File: src/rtl/pipelined_addsub.sv
// pipelined_addsub: two's-complement adder/subtracter whose carry chain is cut
// into STAGES equal slices, one slice per pipeline stage, with a valid/ready
// handshake on both sides and ARM-style NZCV flags.
//
// Ports:
//   clk, reset          rising-edge clock, synchronous active-high reset
//   in_valid/in_ready   input handshake; a, b, sub are taken when both are high
//   a, b, sub           operands; sub=1 computes a + ~b + 1
//   out_valid/out_ready output handshake; result and flags held while stalled
//   result              a +/- b modulo 2^WIDTH
//   negative, zero      result[WIDTH-1], result == 0
//   carry_out           carry out of the MSB (1 = no borrow for sub)
//   overflow            signed overflow
//
// An operation presented in cycle t with out_ready high appears on the
// outputs in cycle t+STAGES.
module pipelined_addsub #(
  parameter int unsigned WIDTH  = 64,
  parameter int unsigned STAGES = 4
) (
  input  logic             clk,
  input  logic             reset,
  input  logic             in_valid,
  output logic             in_ready,
  input  logic [WIDTH-1:0] a,
  input  logic [WIDTH-1:0] b,
  input  logic             sub,
  output logic             out_valid,
  input  logic             out_ready,
  output logic [WIDTH-1:0] result,
  output logic             negative,
  output logic             zero,
  output logic             carry_out,
  output logic             overflow
);

  localparam int unsigned S    = WIDTH / STAGES;
  localparam int unsigned LAST = STAGES - 1;

  if (STAGES < 1 || (WIDTH % STAGES) != 0) begin : g_bad_params
    $error("pipelined_addsub: WIDTH (%0d) must be a multiple of STAGES (%0d)", WIDTH, STAGES);
  end

  // Per-stage state: operands (b already conditionally inverted), partial
  // result, slice carry and running zero flag.
  logic [STAGES-1:0] valid_q, valid_d;
  logic [WIDTH-1:0]  opa_q [STAGES];
  logic [WIDTH-1:0]  opa_d [STAGES];
  logic [WIDTH-1:0]  opb_q [STAGES];
  logic [WIDTH-1:0]  opb_d [STAGES];
  logic [WIDTH-1:0]  res_q [STAGES];
  logic [WIDTH-1:0]  res_d [STAGES];
  logic [STAGES-1:0] cy_q, cy_d;
  logic [STAGES-1:0] zero_q, zero_d;
  logic              ovf_q, ovf_d;

  logic [STAGES-1:0] adv_c;
  logic [STAGES-1:0] load_c;
  logic              accept_c;

  // Occupancy: walk from the output back so empty stages absorb bubbles.
  always_comb begin
    adv_c  = '0;
    load_c = '0;
    for (int i = int'(LAST); i >= 0; i--) begin
      if (i == int'(LAST)) adv_c[i] = valid_q[i] & out_ready;
      else                 adv_c[i] = valid_q[i] & load_c[i+1];
      load_c[i] = ~valid_q[i] | adv_c[i];
    end
  end

  assign in_ready = ~reset & load_c[0];
  assign accept_c = in_valid & in_ready;

  // Slice k of the add is done while the operation moves into stage k.
  always_comb begin
    logic [WIDTH-1:0] src_a;
    logic [WIDTH-1:0] src_b;
    logic [WIDTH-1:0] src_res;
    logic             src_cy;
    logic             src_zero;
    logic             take;
    logic [S:0]       slice;

    valid_d  = valid_q;
    cy_d     = cy_q;
    zero_d   = zero_q;
    ovf_d    = ovf_q;
    src_a    = '0;
    src_b    = '0;
    src_res  = '0;
    src_cy   = 1'b0;
    src_zero = 1'b0;
    take     = 1'b0;
    slice    = '0;
    for (int unsigned k = 0; k < STAGES; k++) begin
      opa_d[k] = opa_q[k];
      opb_d[k] = opb_q[k];
      res_d[k] = res_q[k];
    end

    for (int unsigned k = 0; k < STAGES; k++) begin
      if (k == 0) begin
        src_a    = a;
        src_b    = sub ? ~b : b;
        src_res  = '0;
        src_cy   = sub;
        src_zero = 1'b1;
        take     = accept_c;
      end else begin
        src_a    = opa_q[k-1];
        src_b    = opb_q[k-1];
        src_res  = res_q[k-1];
        src_cy   = cy_q[k-1];
        src_zero = zero_q[k-1];
        take     = adv_c[k-1];
      end

      slice = {1'b0, src_a[k*S +: S]} + {1'b0, src_b[k*S +: S]} + (S+1)'(src_cy);

      if (load_c[k]) valid_d[k] = take;

      if (take) begin
        opa_d[k]            = src_a;
        opb_d[k]            = src_b;
        res_d[k]            = src_res;
        res_d[k][k*S +: S]  = slice[S-1:0];
        cy_d[k]             = slice[S];
        zero_d[k]           = src_zero & (slice[S-1:0] == '0);
        // Carry into the MSB is a^b^sum at that bit; V = carry-in ^ carry-out.
        if (k == LAST) ovf_d = slice[S] ^ src_a[WIDTH-1] ^ src_b[WIDTH-1] ^ slice[S-1];
      end
    end
  end

  // Stage registers; reset drops every in-flight operation.
  always_ff @(posedge clk) begin
    if (reset) begin
      valid_q <= '0;
      cy_q    <= '0;
      zero_q  <= '0;
      ovf_q   <= 1'b0;
      for (int unsigned k = 0; k < STAGES; k++) begin
        opa_q[k] <= '0;
        opb_q[k] <= '0;
        res_q[k] <= '0;
      end
    end else begin
      valid_q <= valid_d;
      cy_q    <= cy_d;
      zero_q  <= zero_d;
      ovf_q   <= ovf_d;
      for (int unsigned k = 0; k < STAGES; k++) begin
        opa_q[k] <= opa_d[k];
        opb_q[k] <= opb_d[k];
        res_q[k] <= res_d[k];
      end
    end
  end

  assign out_valid = valid_q[LAST];
  assign result    = res_q[LAST];
  assign negative  = res_q[LAST][WIDTH-1];
  assign zero      = zero_q[LAST];
  assign carry_out = cy_q[LAST];
  assign overflow  = ovf_q;

endmodule
File: config.mk
export PLATFORM = sky130hd
export DESIGN_NAME = pipelined_addsub
export DESIGN_NICKNAME = d
export VERILOG_FILES = /design/src/rtl/pipelined_addsub.sv
export SDC_FILE = /design/constraint.sdc
export NUM_CORES = 1
export LEC_CHECK = 0
export CORE_MARGIN = 2
export CORE_UTILIZATION = 55
export CTS_CLUSTER_SIZE = 40
export DETAILED_ROUTE_END_ITERATION = 8
export PLACE_DENSITY = 0.79
export SLEW_MARGIN = 15
export SYNTH_ARGS = -nofsm -noshare
export SYNTH_HDL_FRONTEND = slang
export SYNTH_SLANG_ARGS = --single-unit
File: constraint.sdc
create_clock -name clk -period 3.9 [get_ports clk]
set_input_delay 0.78 -clock clk [delete_from_list [all_inputs] [get_ports clk]]
set_output_delay 0.78 -clock clk [all_outputs]
set_load 0.01 [all_outputs]
==> flow_summary.json <==
{
  "status": "finished clean",
  "drt_iter0_drc": 1092,
  "setup_violations": 0,
  "start_kind": "primary input",
  "diodes": 0,
  "ys_types": 64,
  "synth_seq_area_share_pct": 46.0,
  "area_delta_synth_final_pct": 22.1,
  "syn_nets": 2188,
  "io_pins": 203,
  "finalSetupTns_ns": 0,
  "root_buffer": "clkbuf_16",
  "cp-end-kind": "output pin",
  "fin_crit_ns": 3.50,
  "drc": 0,
  "synth-edff-count": 0,
  "hold_buffers": 0,
  "final.fill_count": 2385,
  "gr-usage-all-layers_pct": 25.1,
  "cts_tree": "yes",
  "multi_input_area_um2": 8080,
  "vias": 13800,
  "ir_worst_vdd_uv": 239,
  "first_pass_iters": 5,
  "worst_pin_slew_ns": 0.983,
  "fin_nets": 2315,
  "ant_nets": 0,
  "ys_ff_latch": 365,
  "critPathMaxFanout": 5,
  "die_h_um": 174,
  "r2r_cells": 9,
  "rows": 62,
  "clock_path_buffers": 3,
  "cap_violations": 0,
  "grt_max_degree": 171,
  "slew_viol_final": 0,
  "avgRoutedWirePerCell_um": 15.4,
  "yosys_warnings": 0,
  "synthCells": 1988,
  "ys.flop_type": "dfxtp_1",
  "wl_um": 38900,
  "syn_area_um2": 15900,
  "async_flop_share_pct": 0,
  "vias_per_cell": 5.44,
  "grt_pass1_wl_um": 63200,
  "clk_latency_ns": 0.52,
  "grt_pass1_vias": 12900,
  "coreArea_um2": 28500,
  "worst_clock_skew_ns": 0.0127,
  "regArea_um2": 7310,
  "max_freq_ghz": 0.286,
  "hold_violations": 0,
  "cts_buffers": 37,
  "post_cts_buffers": 0,
  "layout_worst_path_cycle_share_pct": 89.7,
  "antenna_found_initial": 1,
  "start_util_pct": 55.7,
  "drive_above_1_share_pct": 4.29,
  "worst-endpoint-arrival_ns": 2.72,
  "overflow": 0,
  "holdPathStages": 2,
  "place.gp.congestion": 0.881,
  "max_slew_margin_pct": 34.5,
  "cts.sinks": 365,
  "hold_class": "flip-flop to flip-flop",
  "cts_resized": 0,
  "worstSetupPathType": "primary input to output pin",
  "power_density_nw_per_um2": 447,
  "htreeDepth": 2,
  "rsz0062_at_grt": "false",
  "clkSlewWorstSetupHoldPaths_ns": 0.06,
  "dieArea_um2": 30300,
  "critPathRequiredTime_ns": 3.12,
  "die_w_um": 174,
  "dp_hpwl_um": 27500,
  "post-route-util_pct": 67.9,
  "syn_area_per_cell_um2": 7.99,
  "p_leak_nw": 7.32,
  "port_buffers": 202
}
-- layout make-up --
class | count | share of cell area, %
clock buffer | 56 | 5.72
inverter | 11 | 0.219
timing repair buffer | 219 | 11.3
multi-input combinational | 1481 | 41.6
clock inverter | 11 | 0.948
tap | 384 | 2.48
sequential | 365 | 37.7
-- layout by cell type, fill, tap and decap left out, types with 3 or more instances in the layout --
cell | Yosys | final
buf_4 | 1 | 14
nor2b_1 | 12 | 10
and4_1 | 3 | 3
clkbuf_1 | 114 | 10
o21ai_0 | 74 | 74
a21o_1 | 20 | 20
ha_1 | 60 | 60
o21a_1 | 10 | 10
o211ai_1 | 4 | 4
o21ai_1 | 15 | 15
a21oi_1 | 276 | 276
xor2_1 | 35 | 35
or2_2 | 3 | 3
nand2_1 | 551 | 549
clkinv_2 | 0 | 6
nand3_1 | 125 | 125
bufinv_16 | 0 | 5
o31a_1 | 3 | 3
a211oi_1 | 19 | 19
xnor2_1 | 77 | 77
o21bai_1 | 7 | 7
fa_1 | 7 | 7
nor3_1 | 6 | 6
buf_12 | 0 | 4
clkdlybuf4s50_1 | 0 | 200
and3_1 | 9 | 9
clkbuf_16 | 0 | 39
nor4_1 | 7 | 7
o31ai_1 | 8 | 8
dfxtp_1 | 365 | 365
inv_1 | 11 | 10
a31oi_1 | 8 | 8
nor3b_1 | 3 | 3
clkbuf_8 | 0 | 7
nor2_1 | 82 | 82
nand4_1 | 7 | 7
-- state kept, by name (all words and copies together), names as in the netlist --
signal and cells:
overflow 1, opb_q 96, cy_q 4, opa_q 96, valid_q 4, res_q 160
zero_q 4
-- worst paths after layout --
check,from,end,slack (ns)
min reg2reg,opb_q[0][112],opb_q[0][176],0.44
max reg2reg,cy_q[0],zero_q[1],0.73
max,out_ready,in_ready,0.40
min,opb_q[0][112],opb_q[0][176],0.44
-- through the flow --
stage / instance area, um^2 / setup WS, ns / power [mW] / hold slack, ns / cells
3_3_place_gp: 18100 / 0.158 / 4.98 / 0.438 / 2460
5_1_grt: 19400 / 0.398 / 8.99 / 0.466 / 2527
6_report: 19400 / 0.403 / 8.67 / 0.444 / 2527
4_1_cts: 19400 / 0.416 / 8.71 / 0.444 / 2527
3_5_place_dp: 18100 / 0.0771 / 5.01 / 0.444 / 2460
2_1_floorplan: 15900 / 0.462 / 4.66 / 0.427 / 1988
-- cells by family after synthesis --
| logic type | after synthesis | synth area share, % |
|---|---|---|
| flip-flops | 365 | 46.0 |
| buffers and inverters | 142 | 3.43 |
| multiplexers | 3 | 0.197 |
| adder cells (fa/ha/maj) | 67 | 5.61 |
| XOR/XNOR | 112 | 6.17 |
| AO/OA/AOI/OAI | 472 | 16.8 |
| AND/OR/NAND/NOR | 827 | 21.8 |
-- layer usage --
metal | global-route usage [%] | vias up | part of all wire [%]
li1 | - | 6979 | -
met1 | 35.6 | 6378 | 49
met2 | 40.2 | 351 | 44
met3 | 4.53 | 48 | 5.7
met4 | 5.22 | 2 | 1.5
met5 | 0 | - | 0.033
-- worst max-delay path: stages --
cell and delay, ns:
clkdlybuf4s50_1 0.54, and4b_1 0.31, a21oi_1 0.45, clkdlybuf4s50_1 0.63
-- report_power, final --
| group | total (mW) | internal, mW | switching [mW] | leakage [nW] |
|---|---|---|---|---|
| sequential | 3.99 | 3.89 | 0.0964 | 2.97 |
| clock | 3.72 | 2.30 | 1.42 | 0.637 |
| combinational | 0.960 | 0.416 | 0.545 | 3.71 |
| total | 8.67 | 6.60 | 2.06 | 7.32 |
-- cells in the mapped netlist, drive strengths merged, types with 8 or more instances --
| cell type | n | area share (%) |
|---|---|---|
| and3 | 9 | 0.35 |
| buf | 17 | 0.47 |
| a21o | 20 | 0.94 |
| xnor2 | 77 | 4.2 |
| inv | 11 | 0.26 |
| o21a | 10 | 0.47 |
| nor2b | 12 | 0.47 |
| nand3 | 125 | 3.9 |
| xor2 | 35 | 1.9 |
| o31ai | 9 | 0.46 |
| nand2 | 551 | 13 |
| a21oi | 276 | 8.7 |
| a211oi | 19 | 0.90 |
| o21ai | 89 | 2.8 |
| a31oi | 8 | 0.31 |
| clkbuf | 114 | 2.7 |
| dfxtp | 365 | 46 |
| nor2 | 82 | 1.9 |
| ha | 60 | 4.7 |
(Power assumes the default switching activity.)
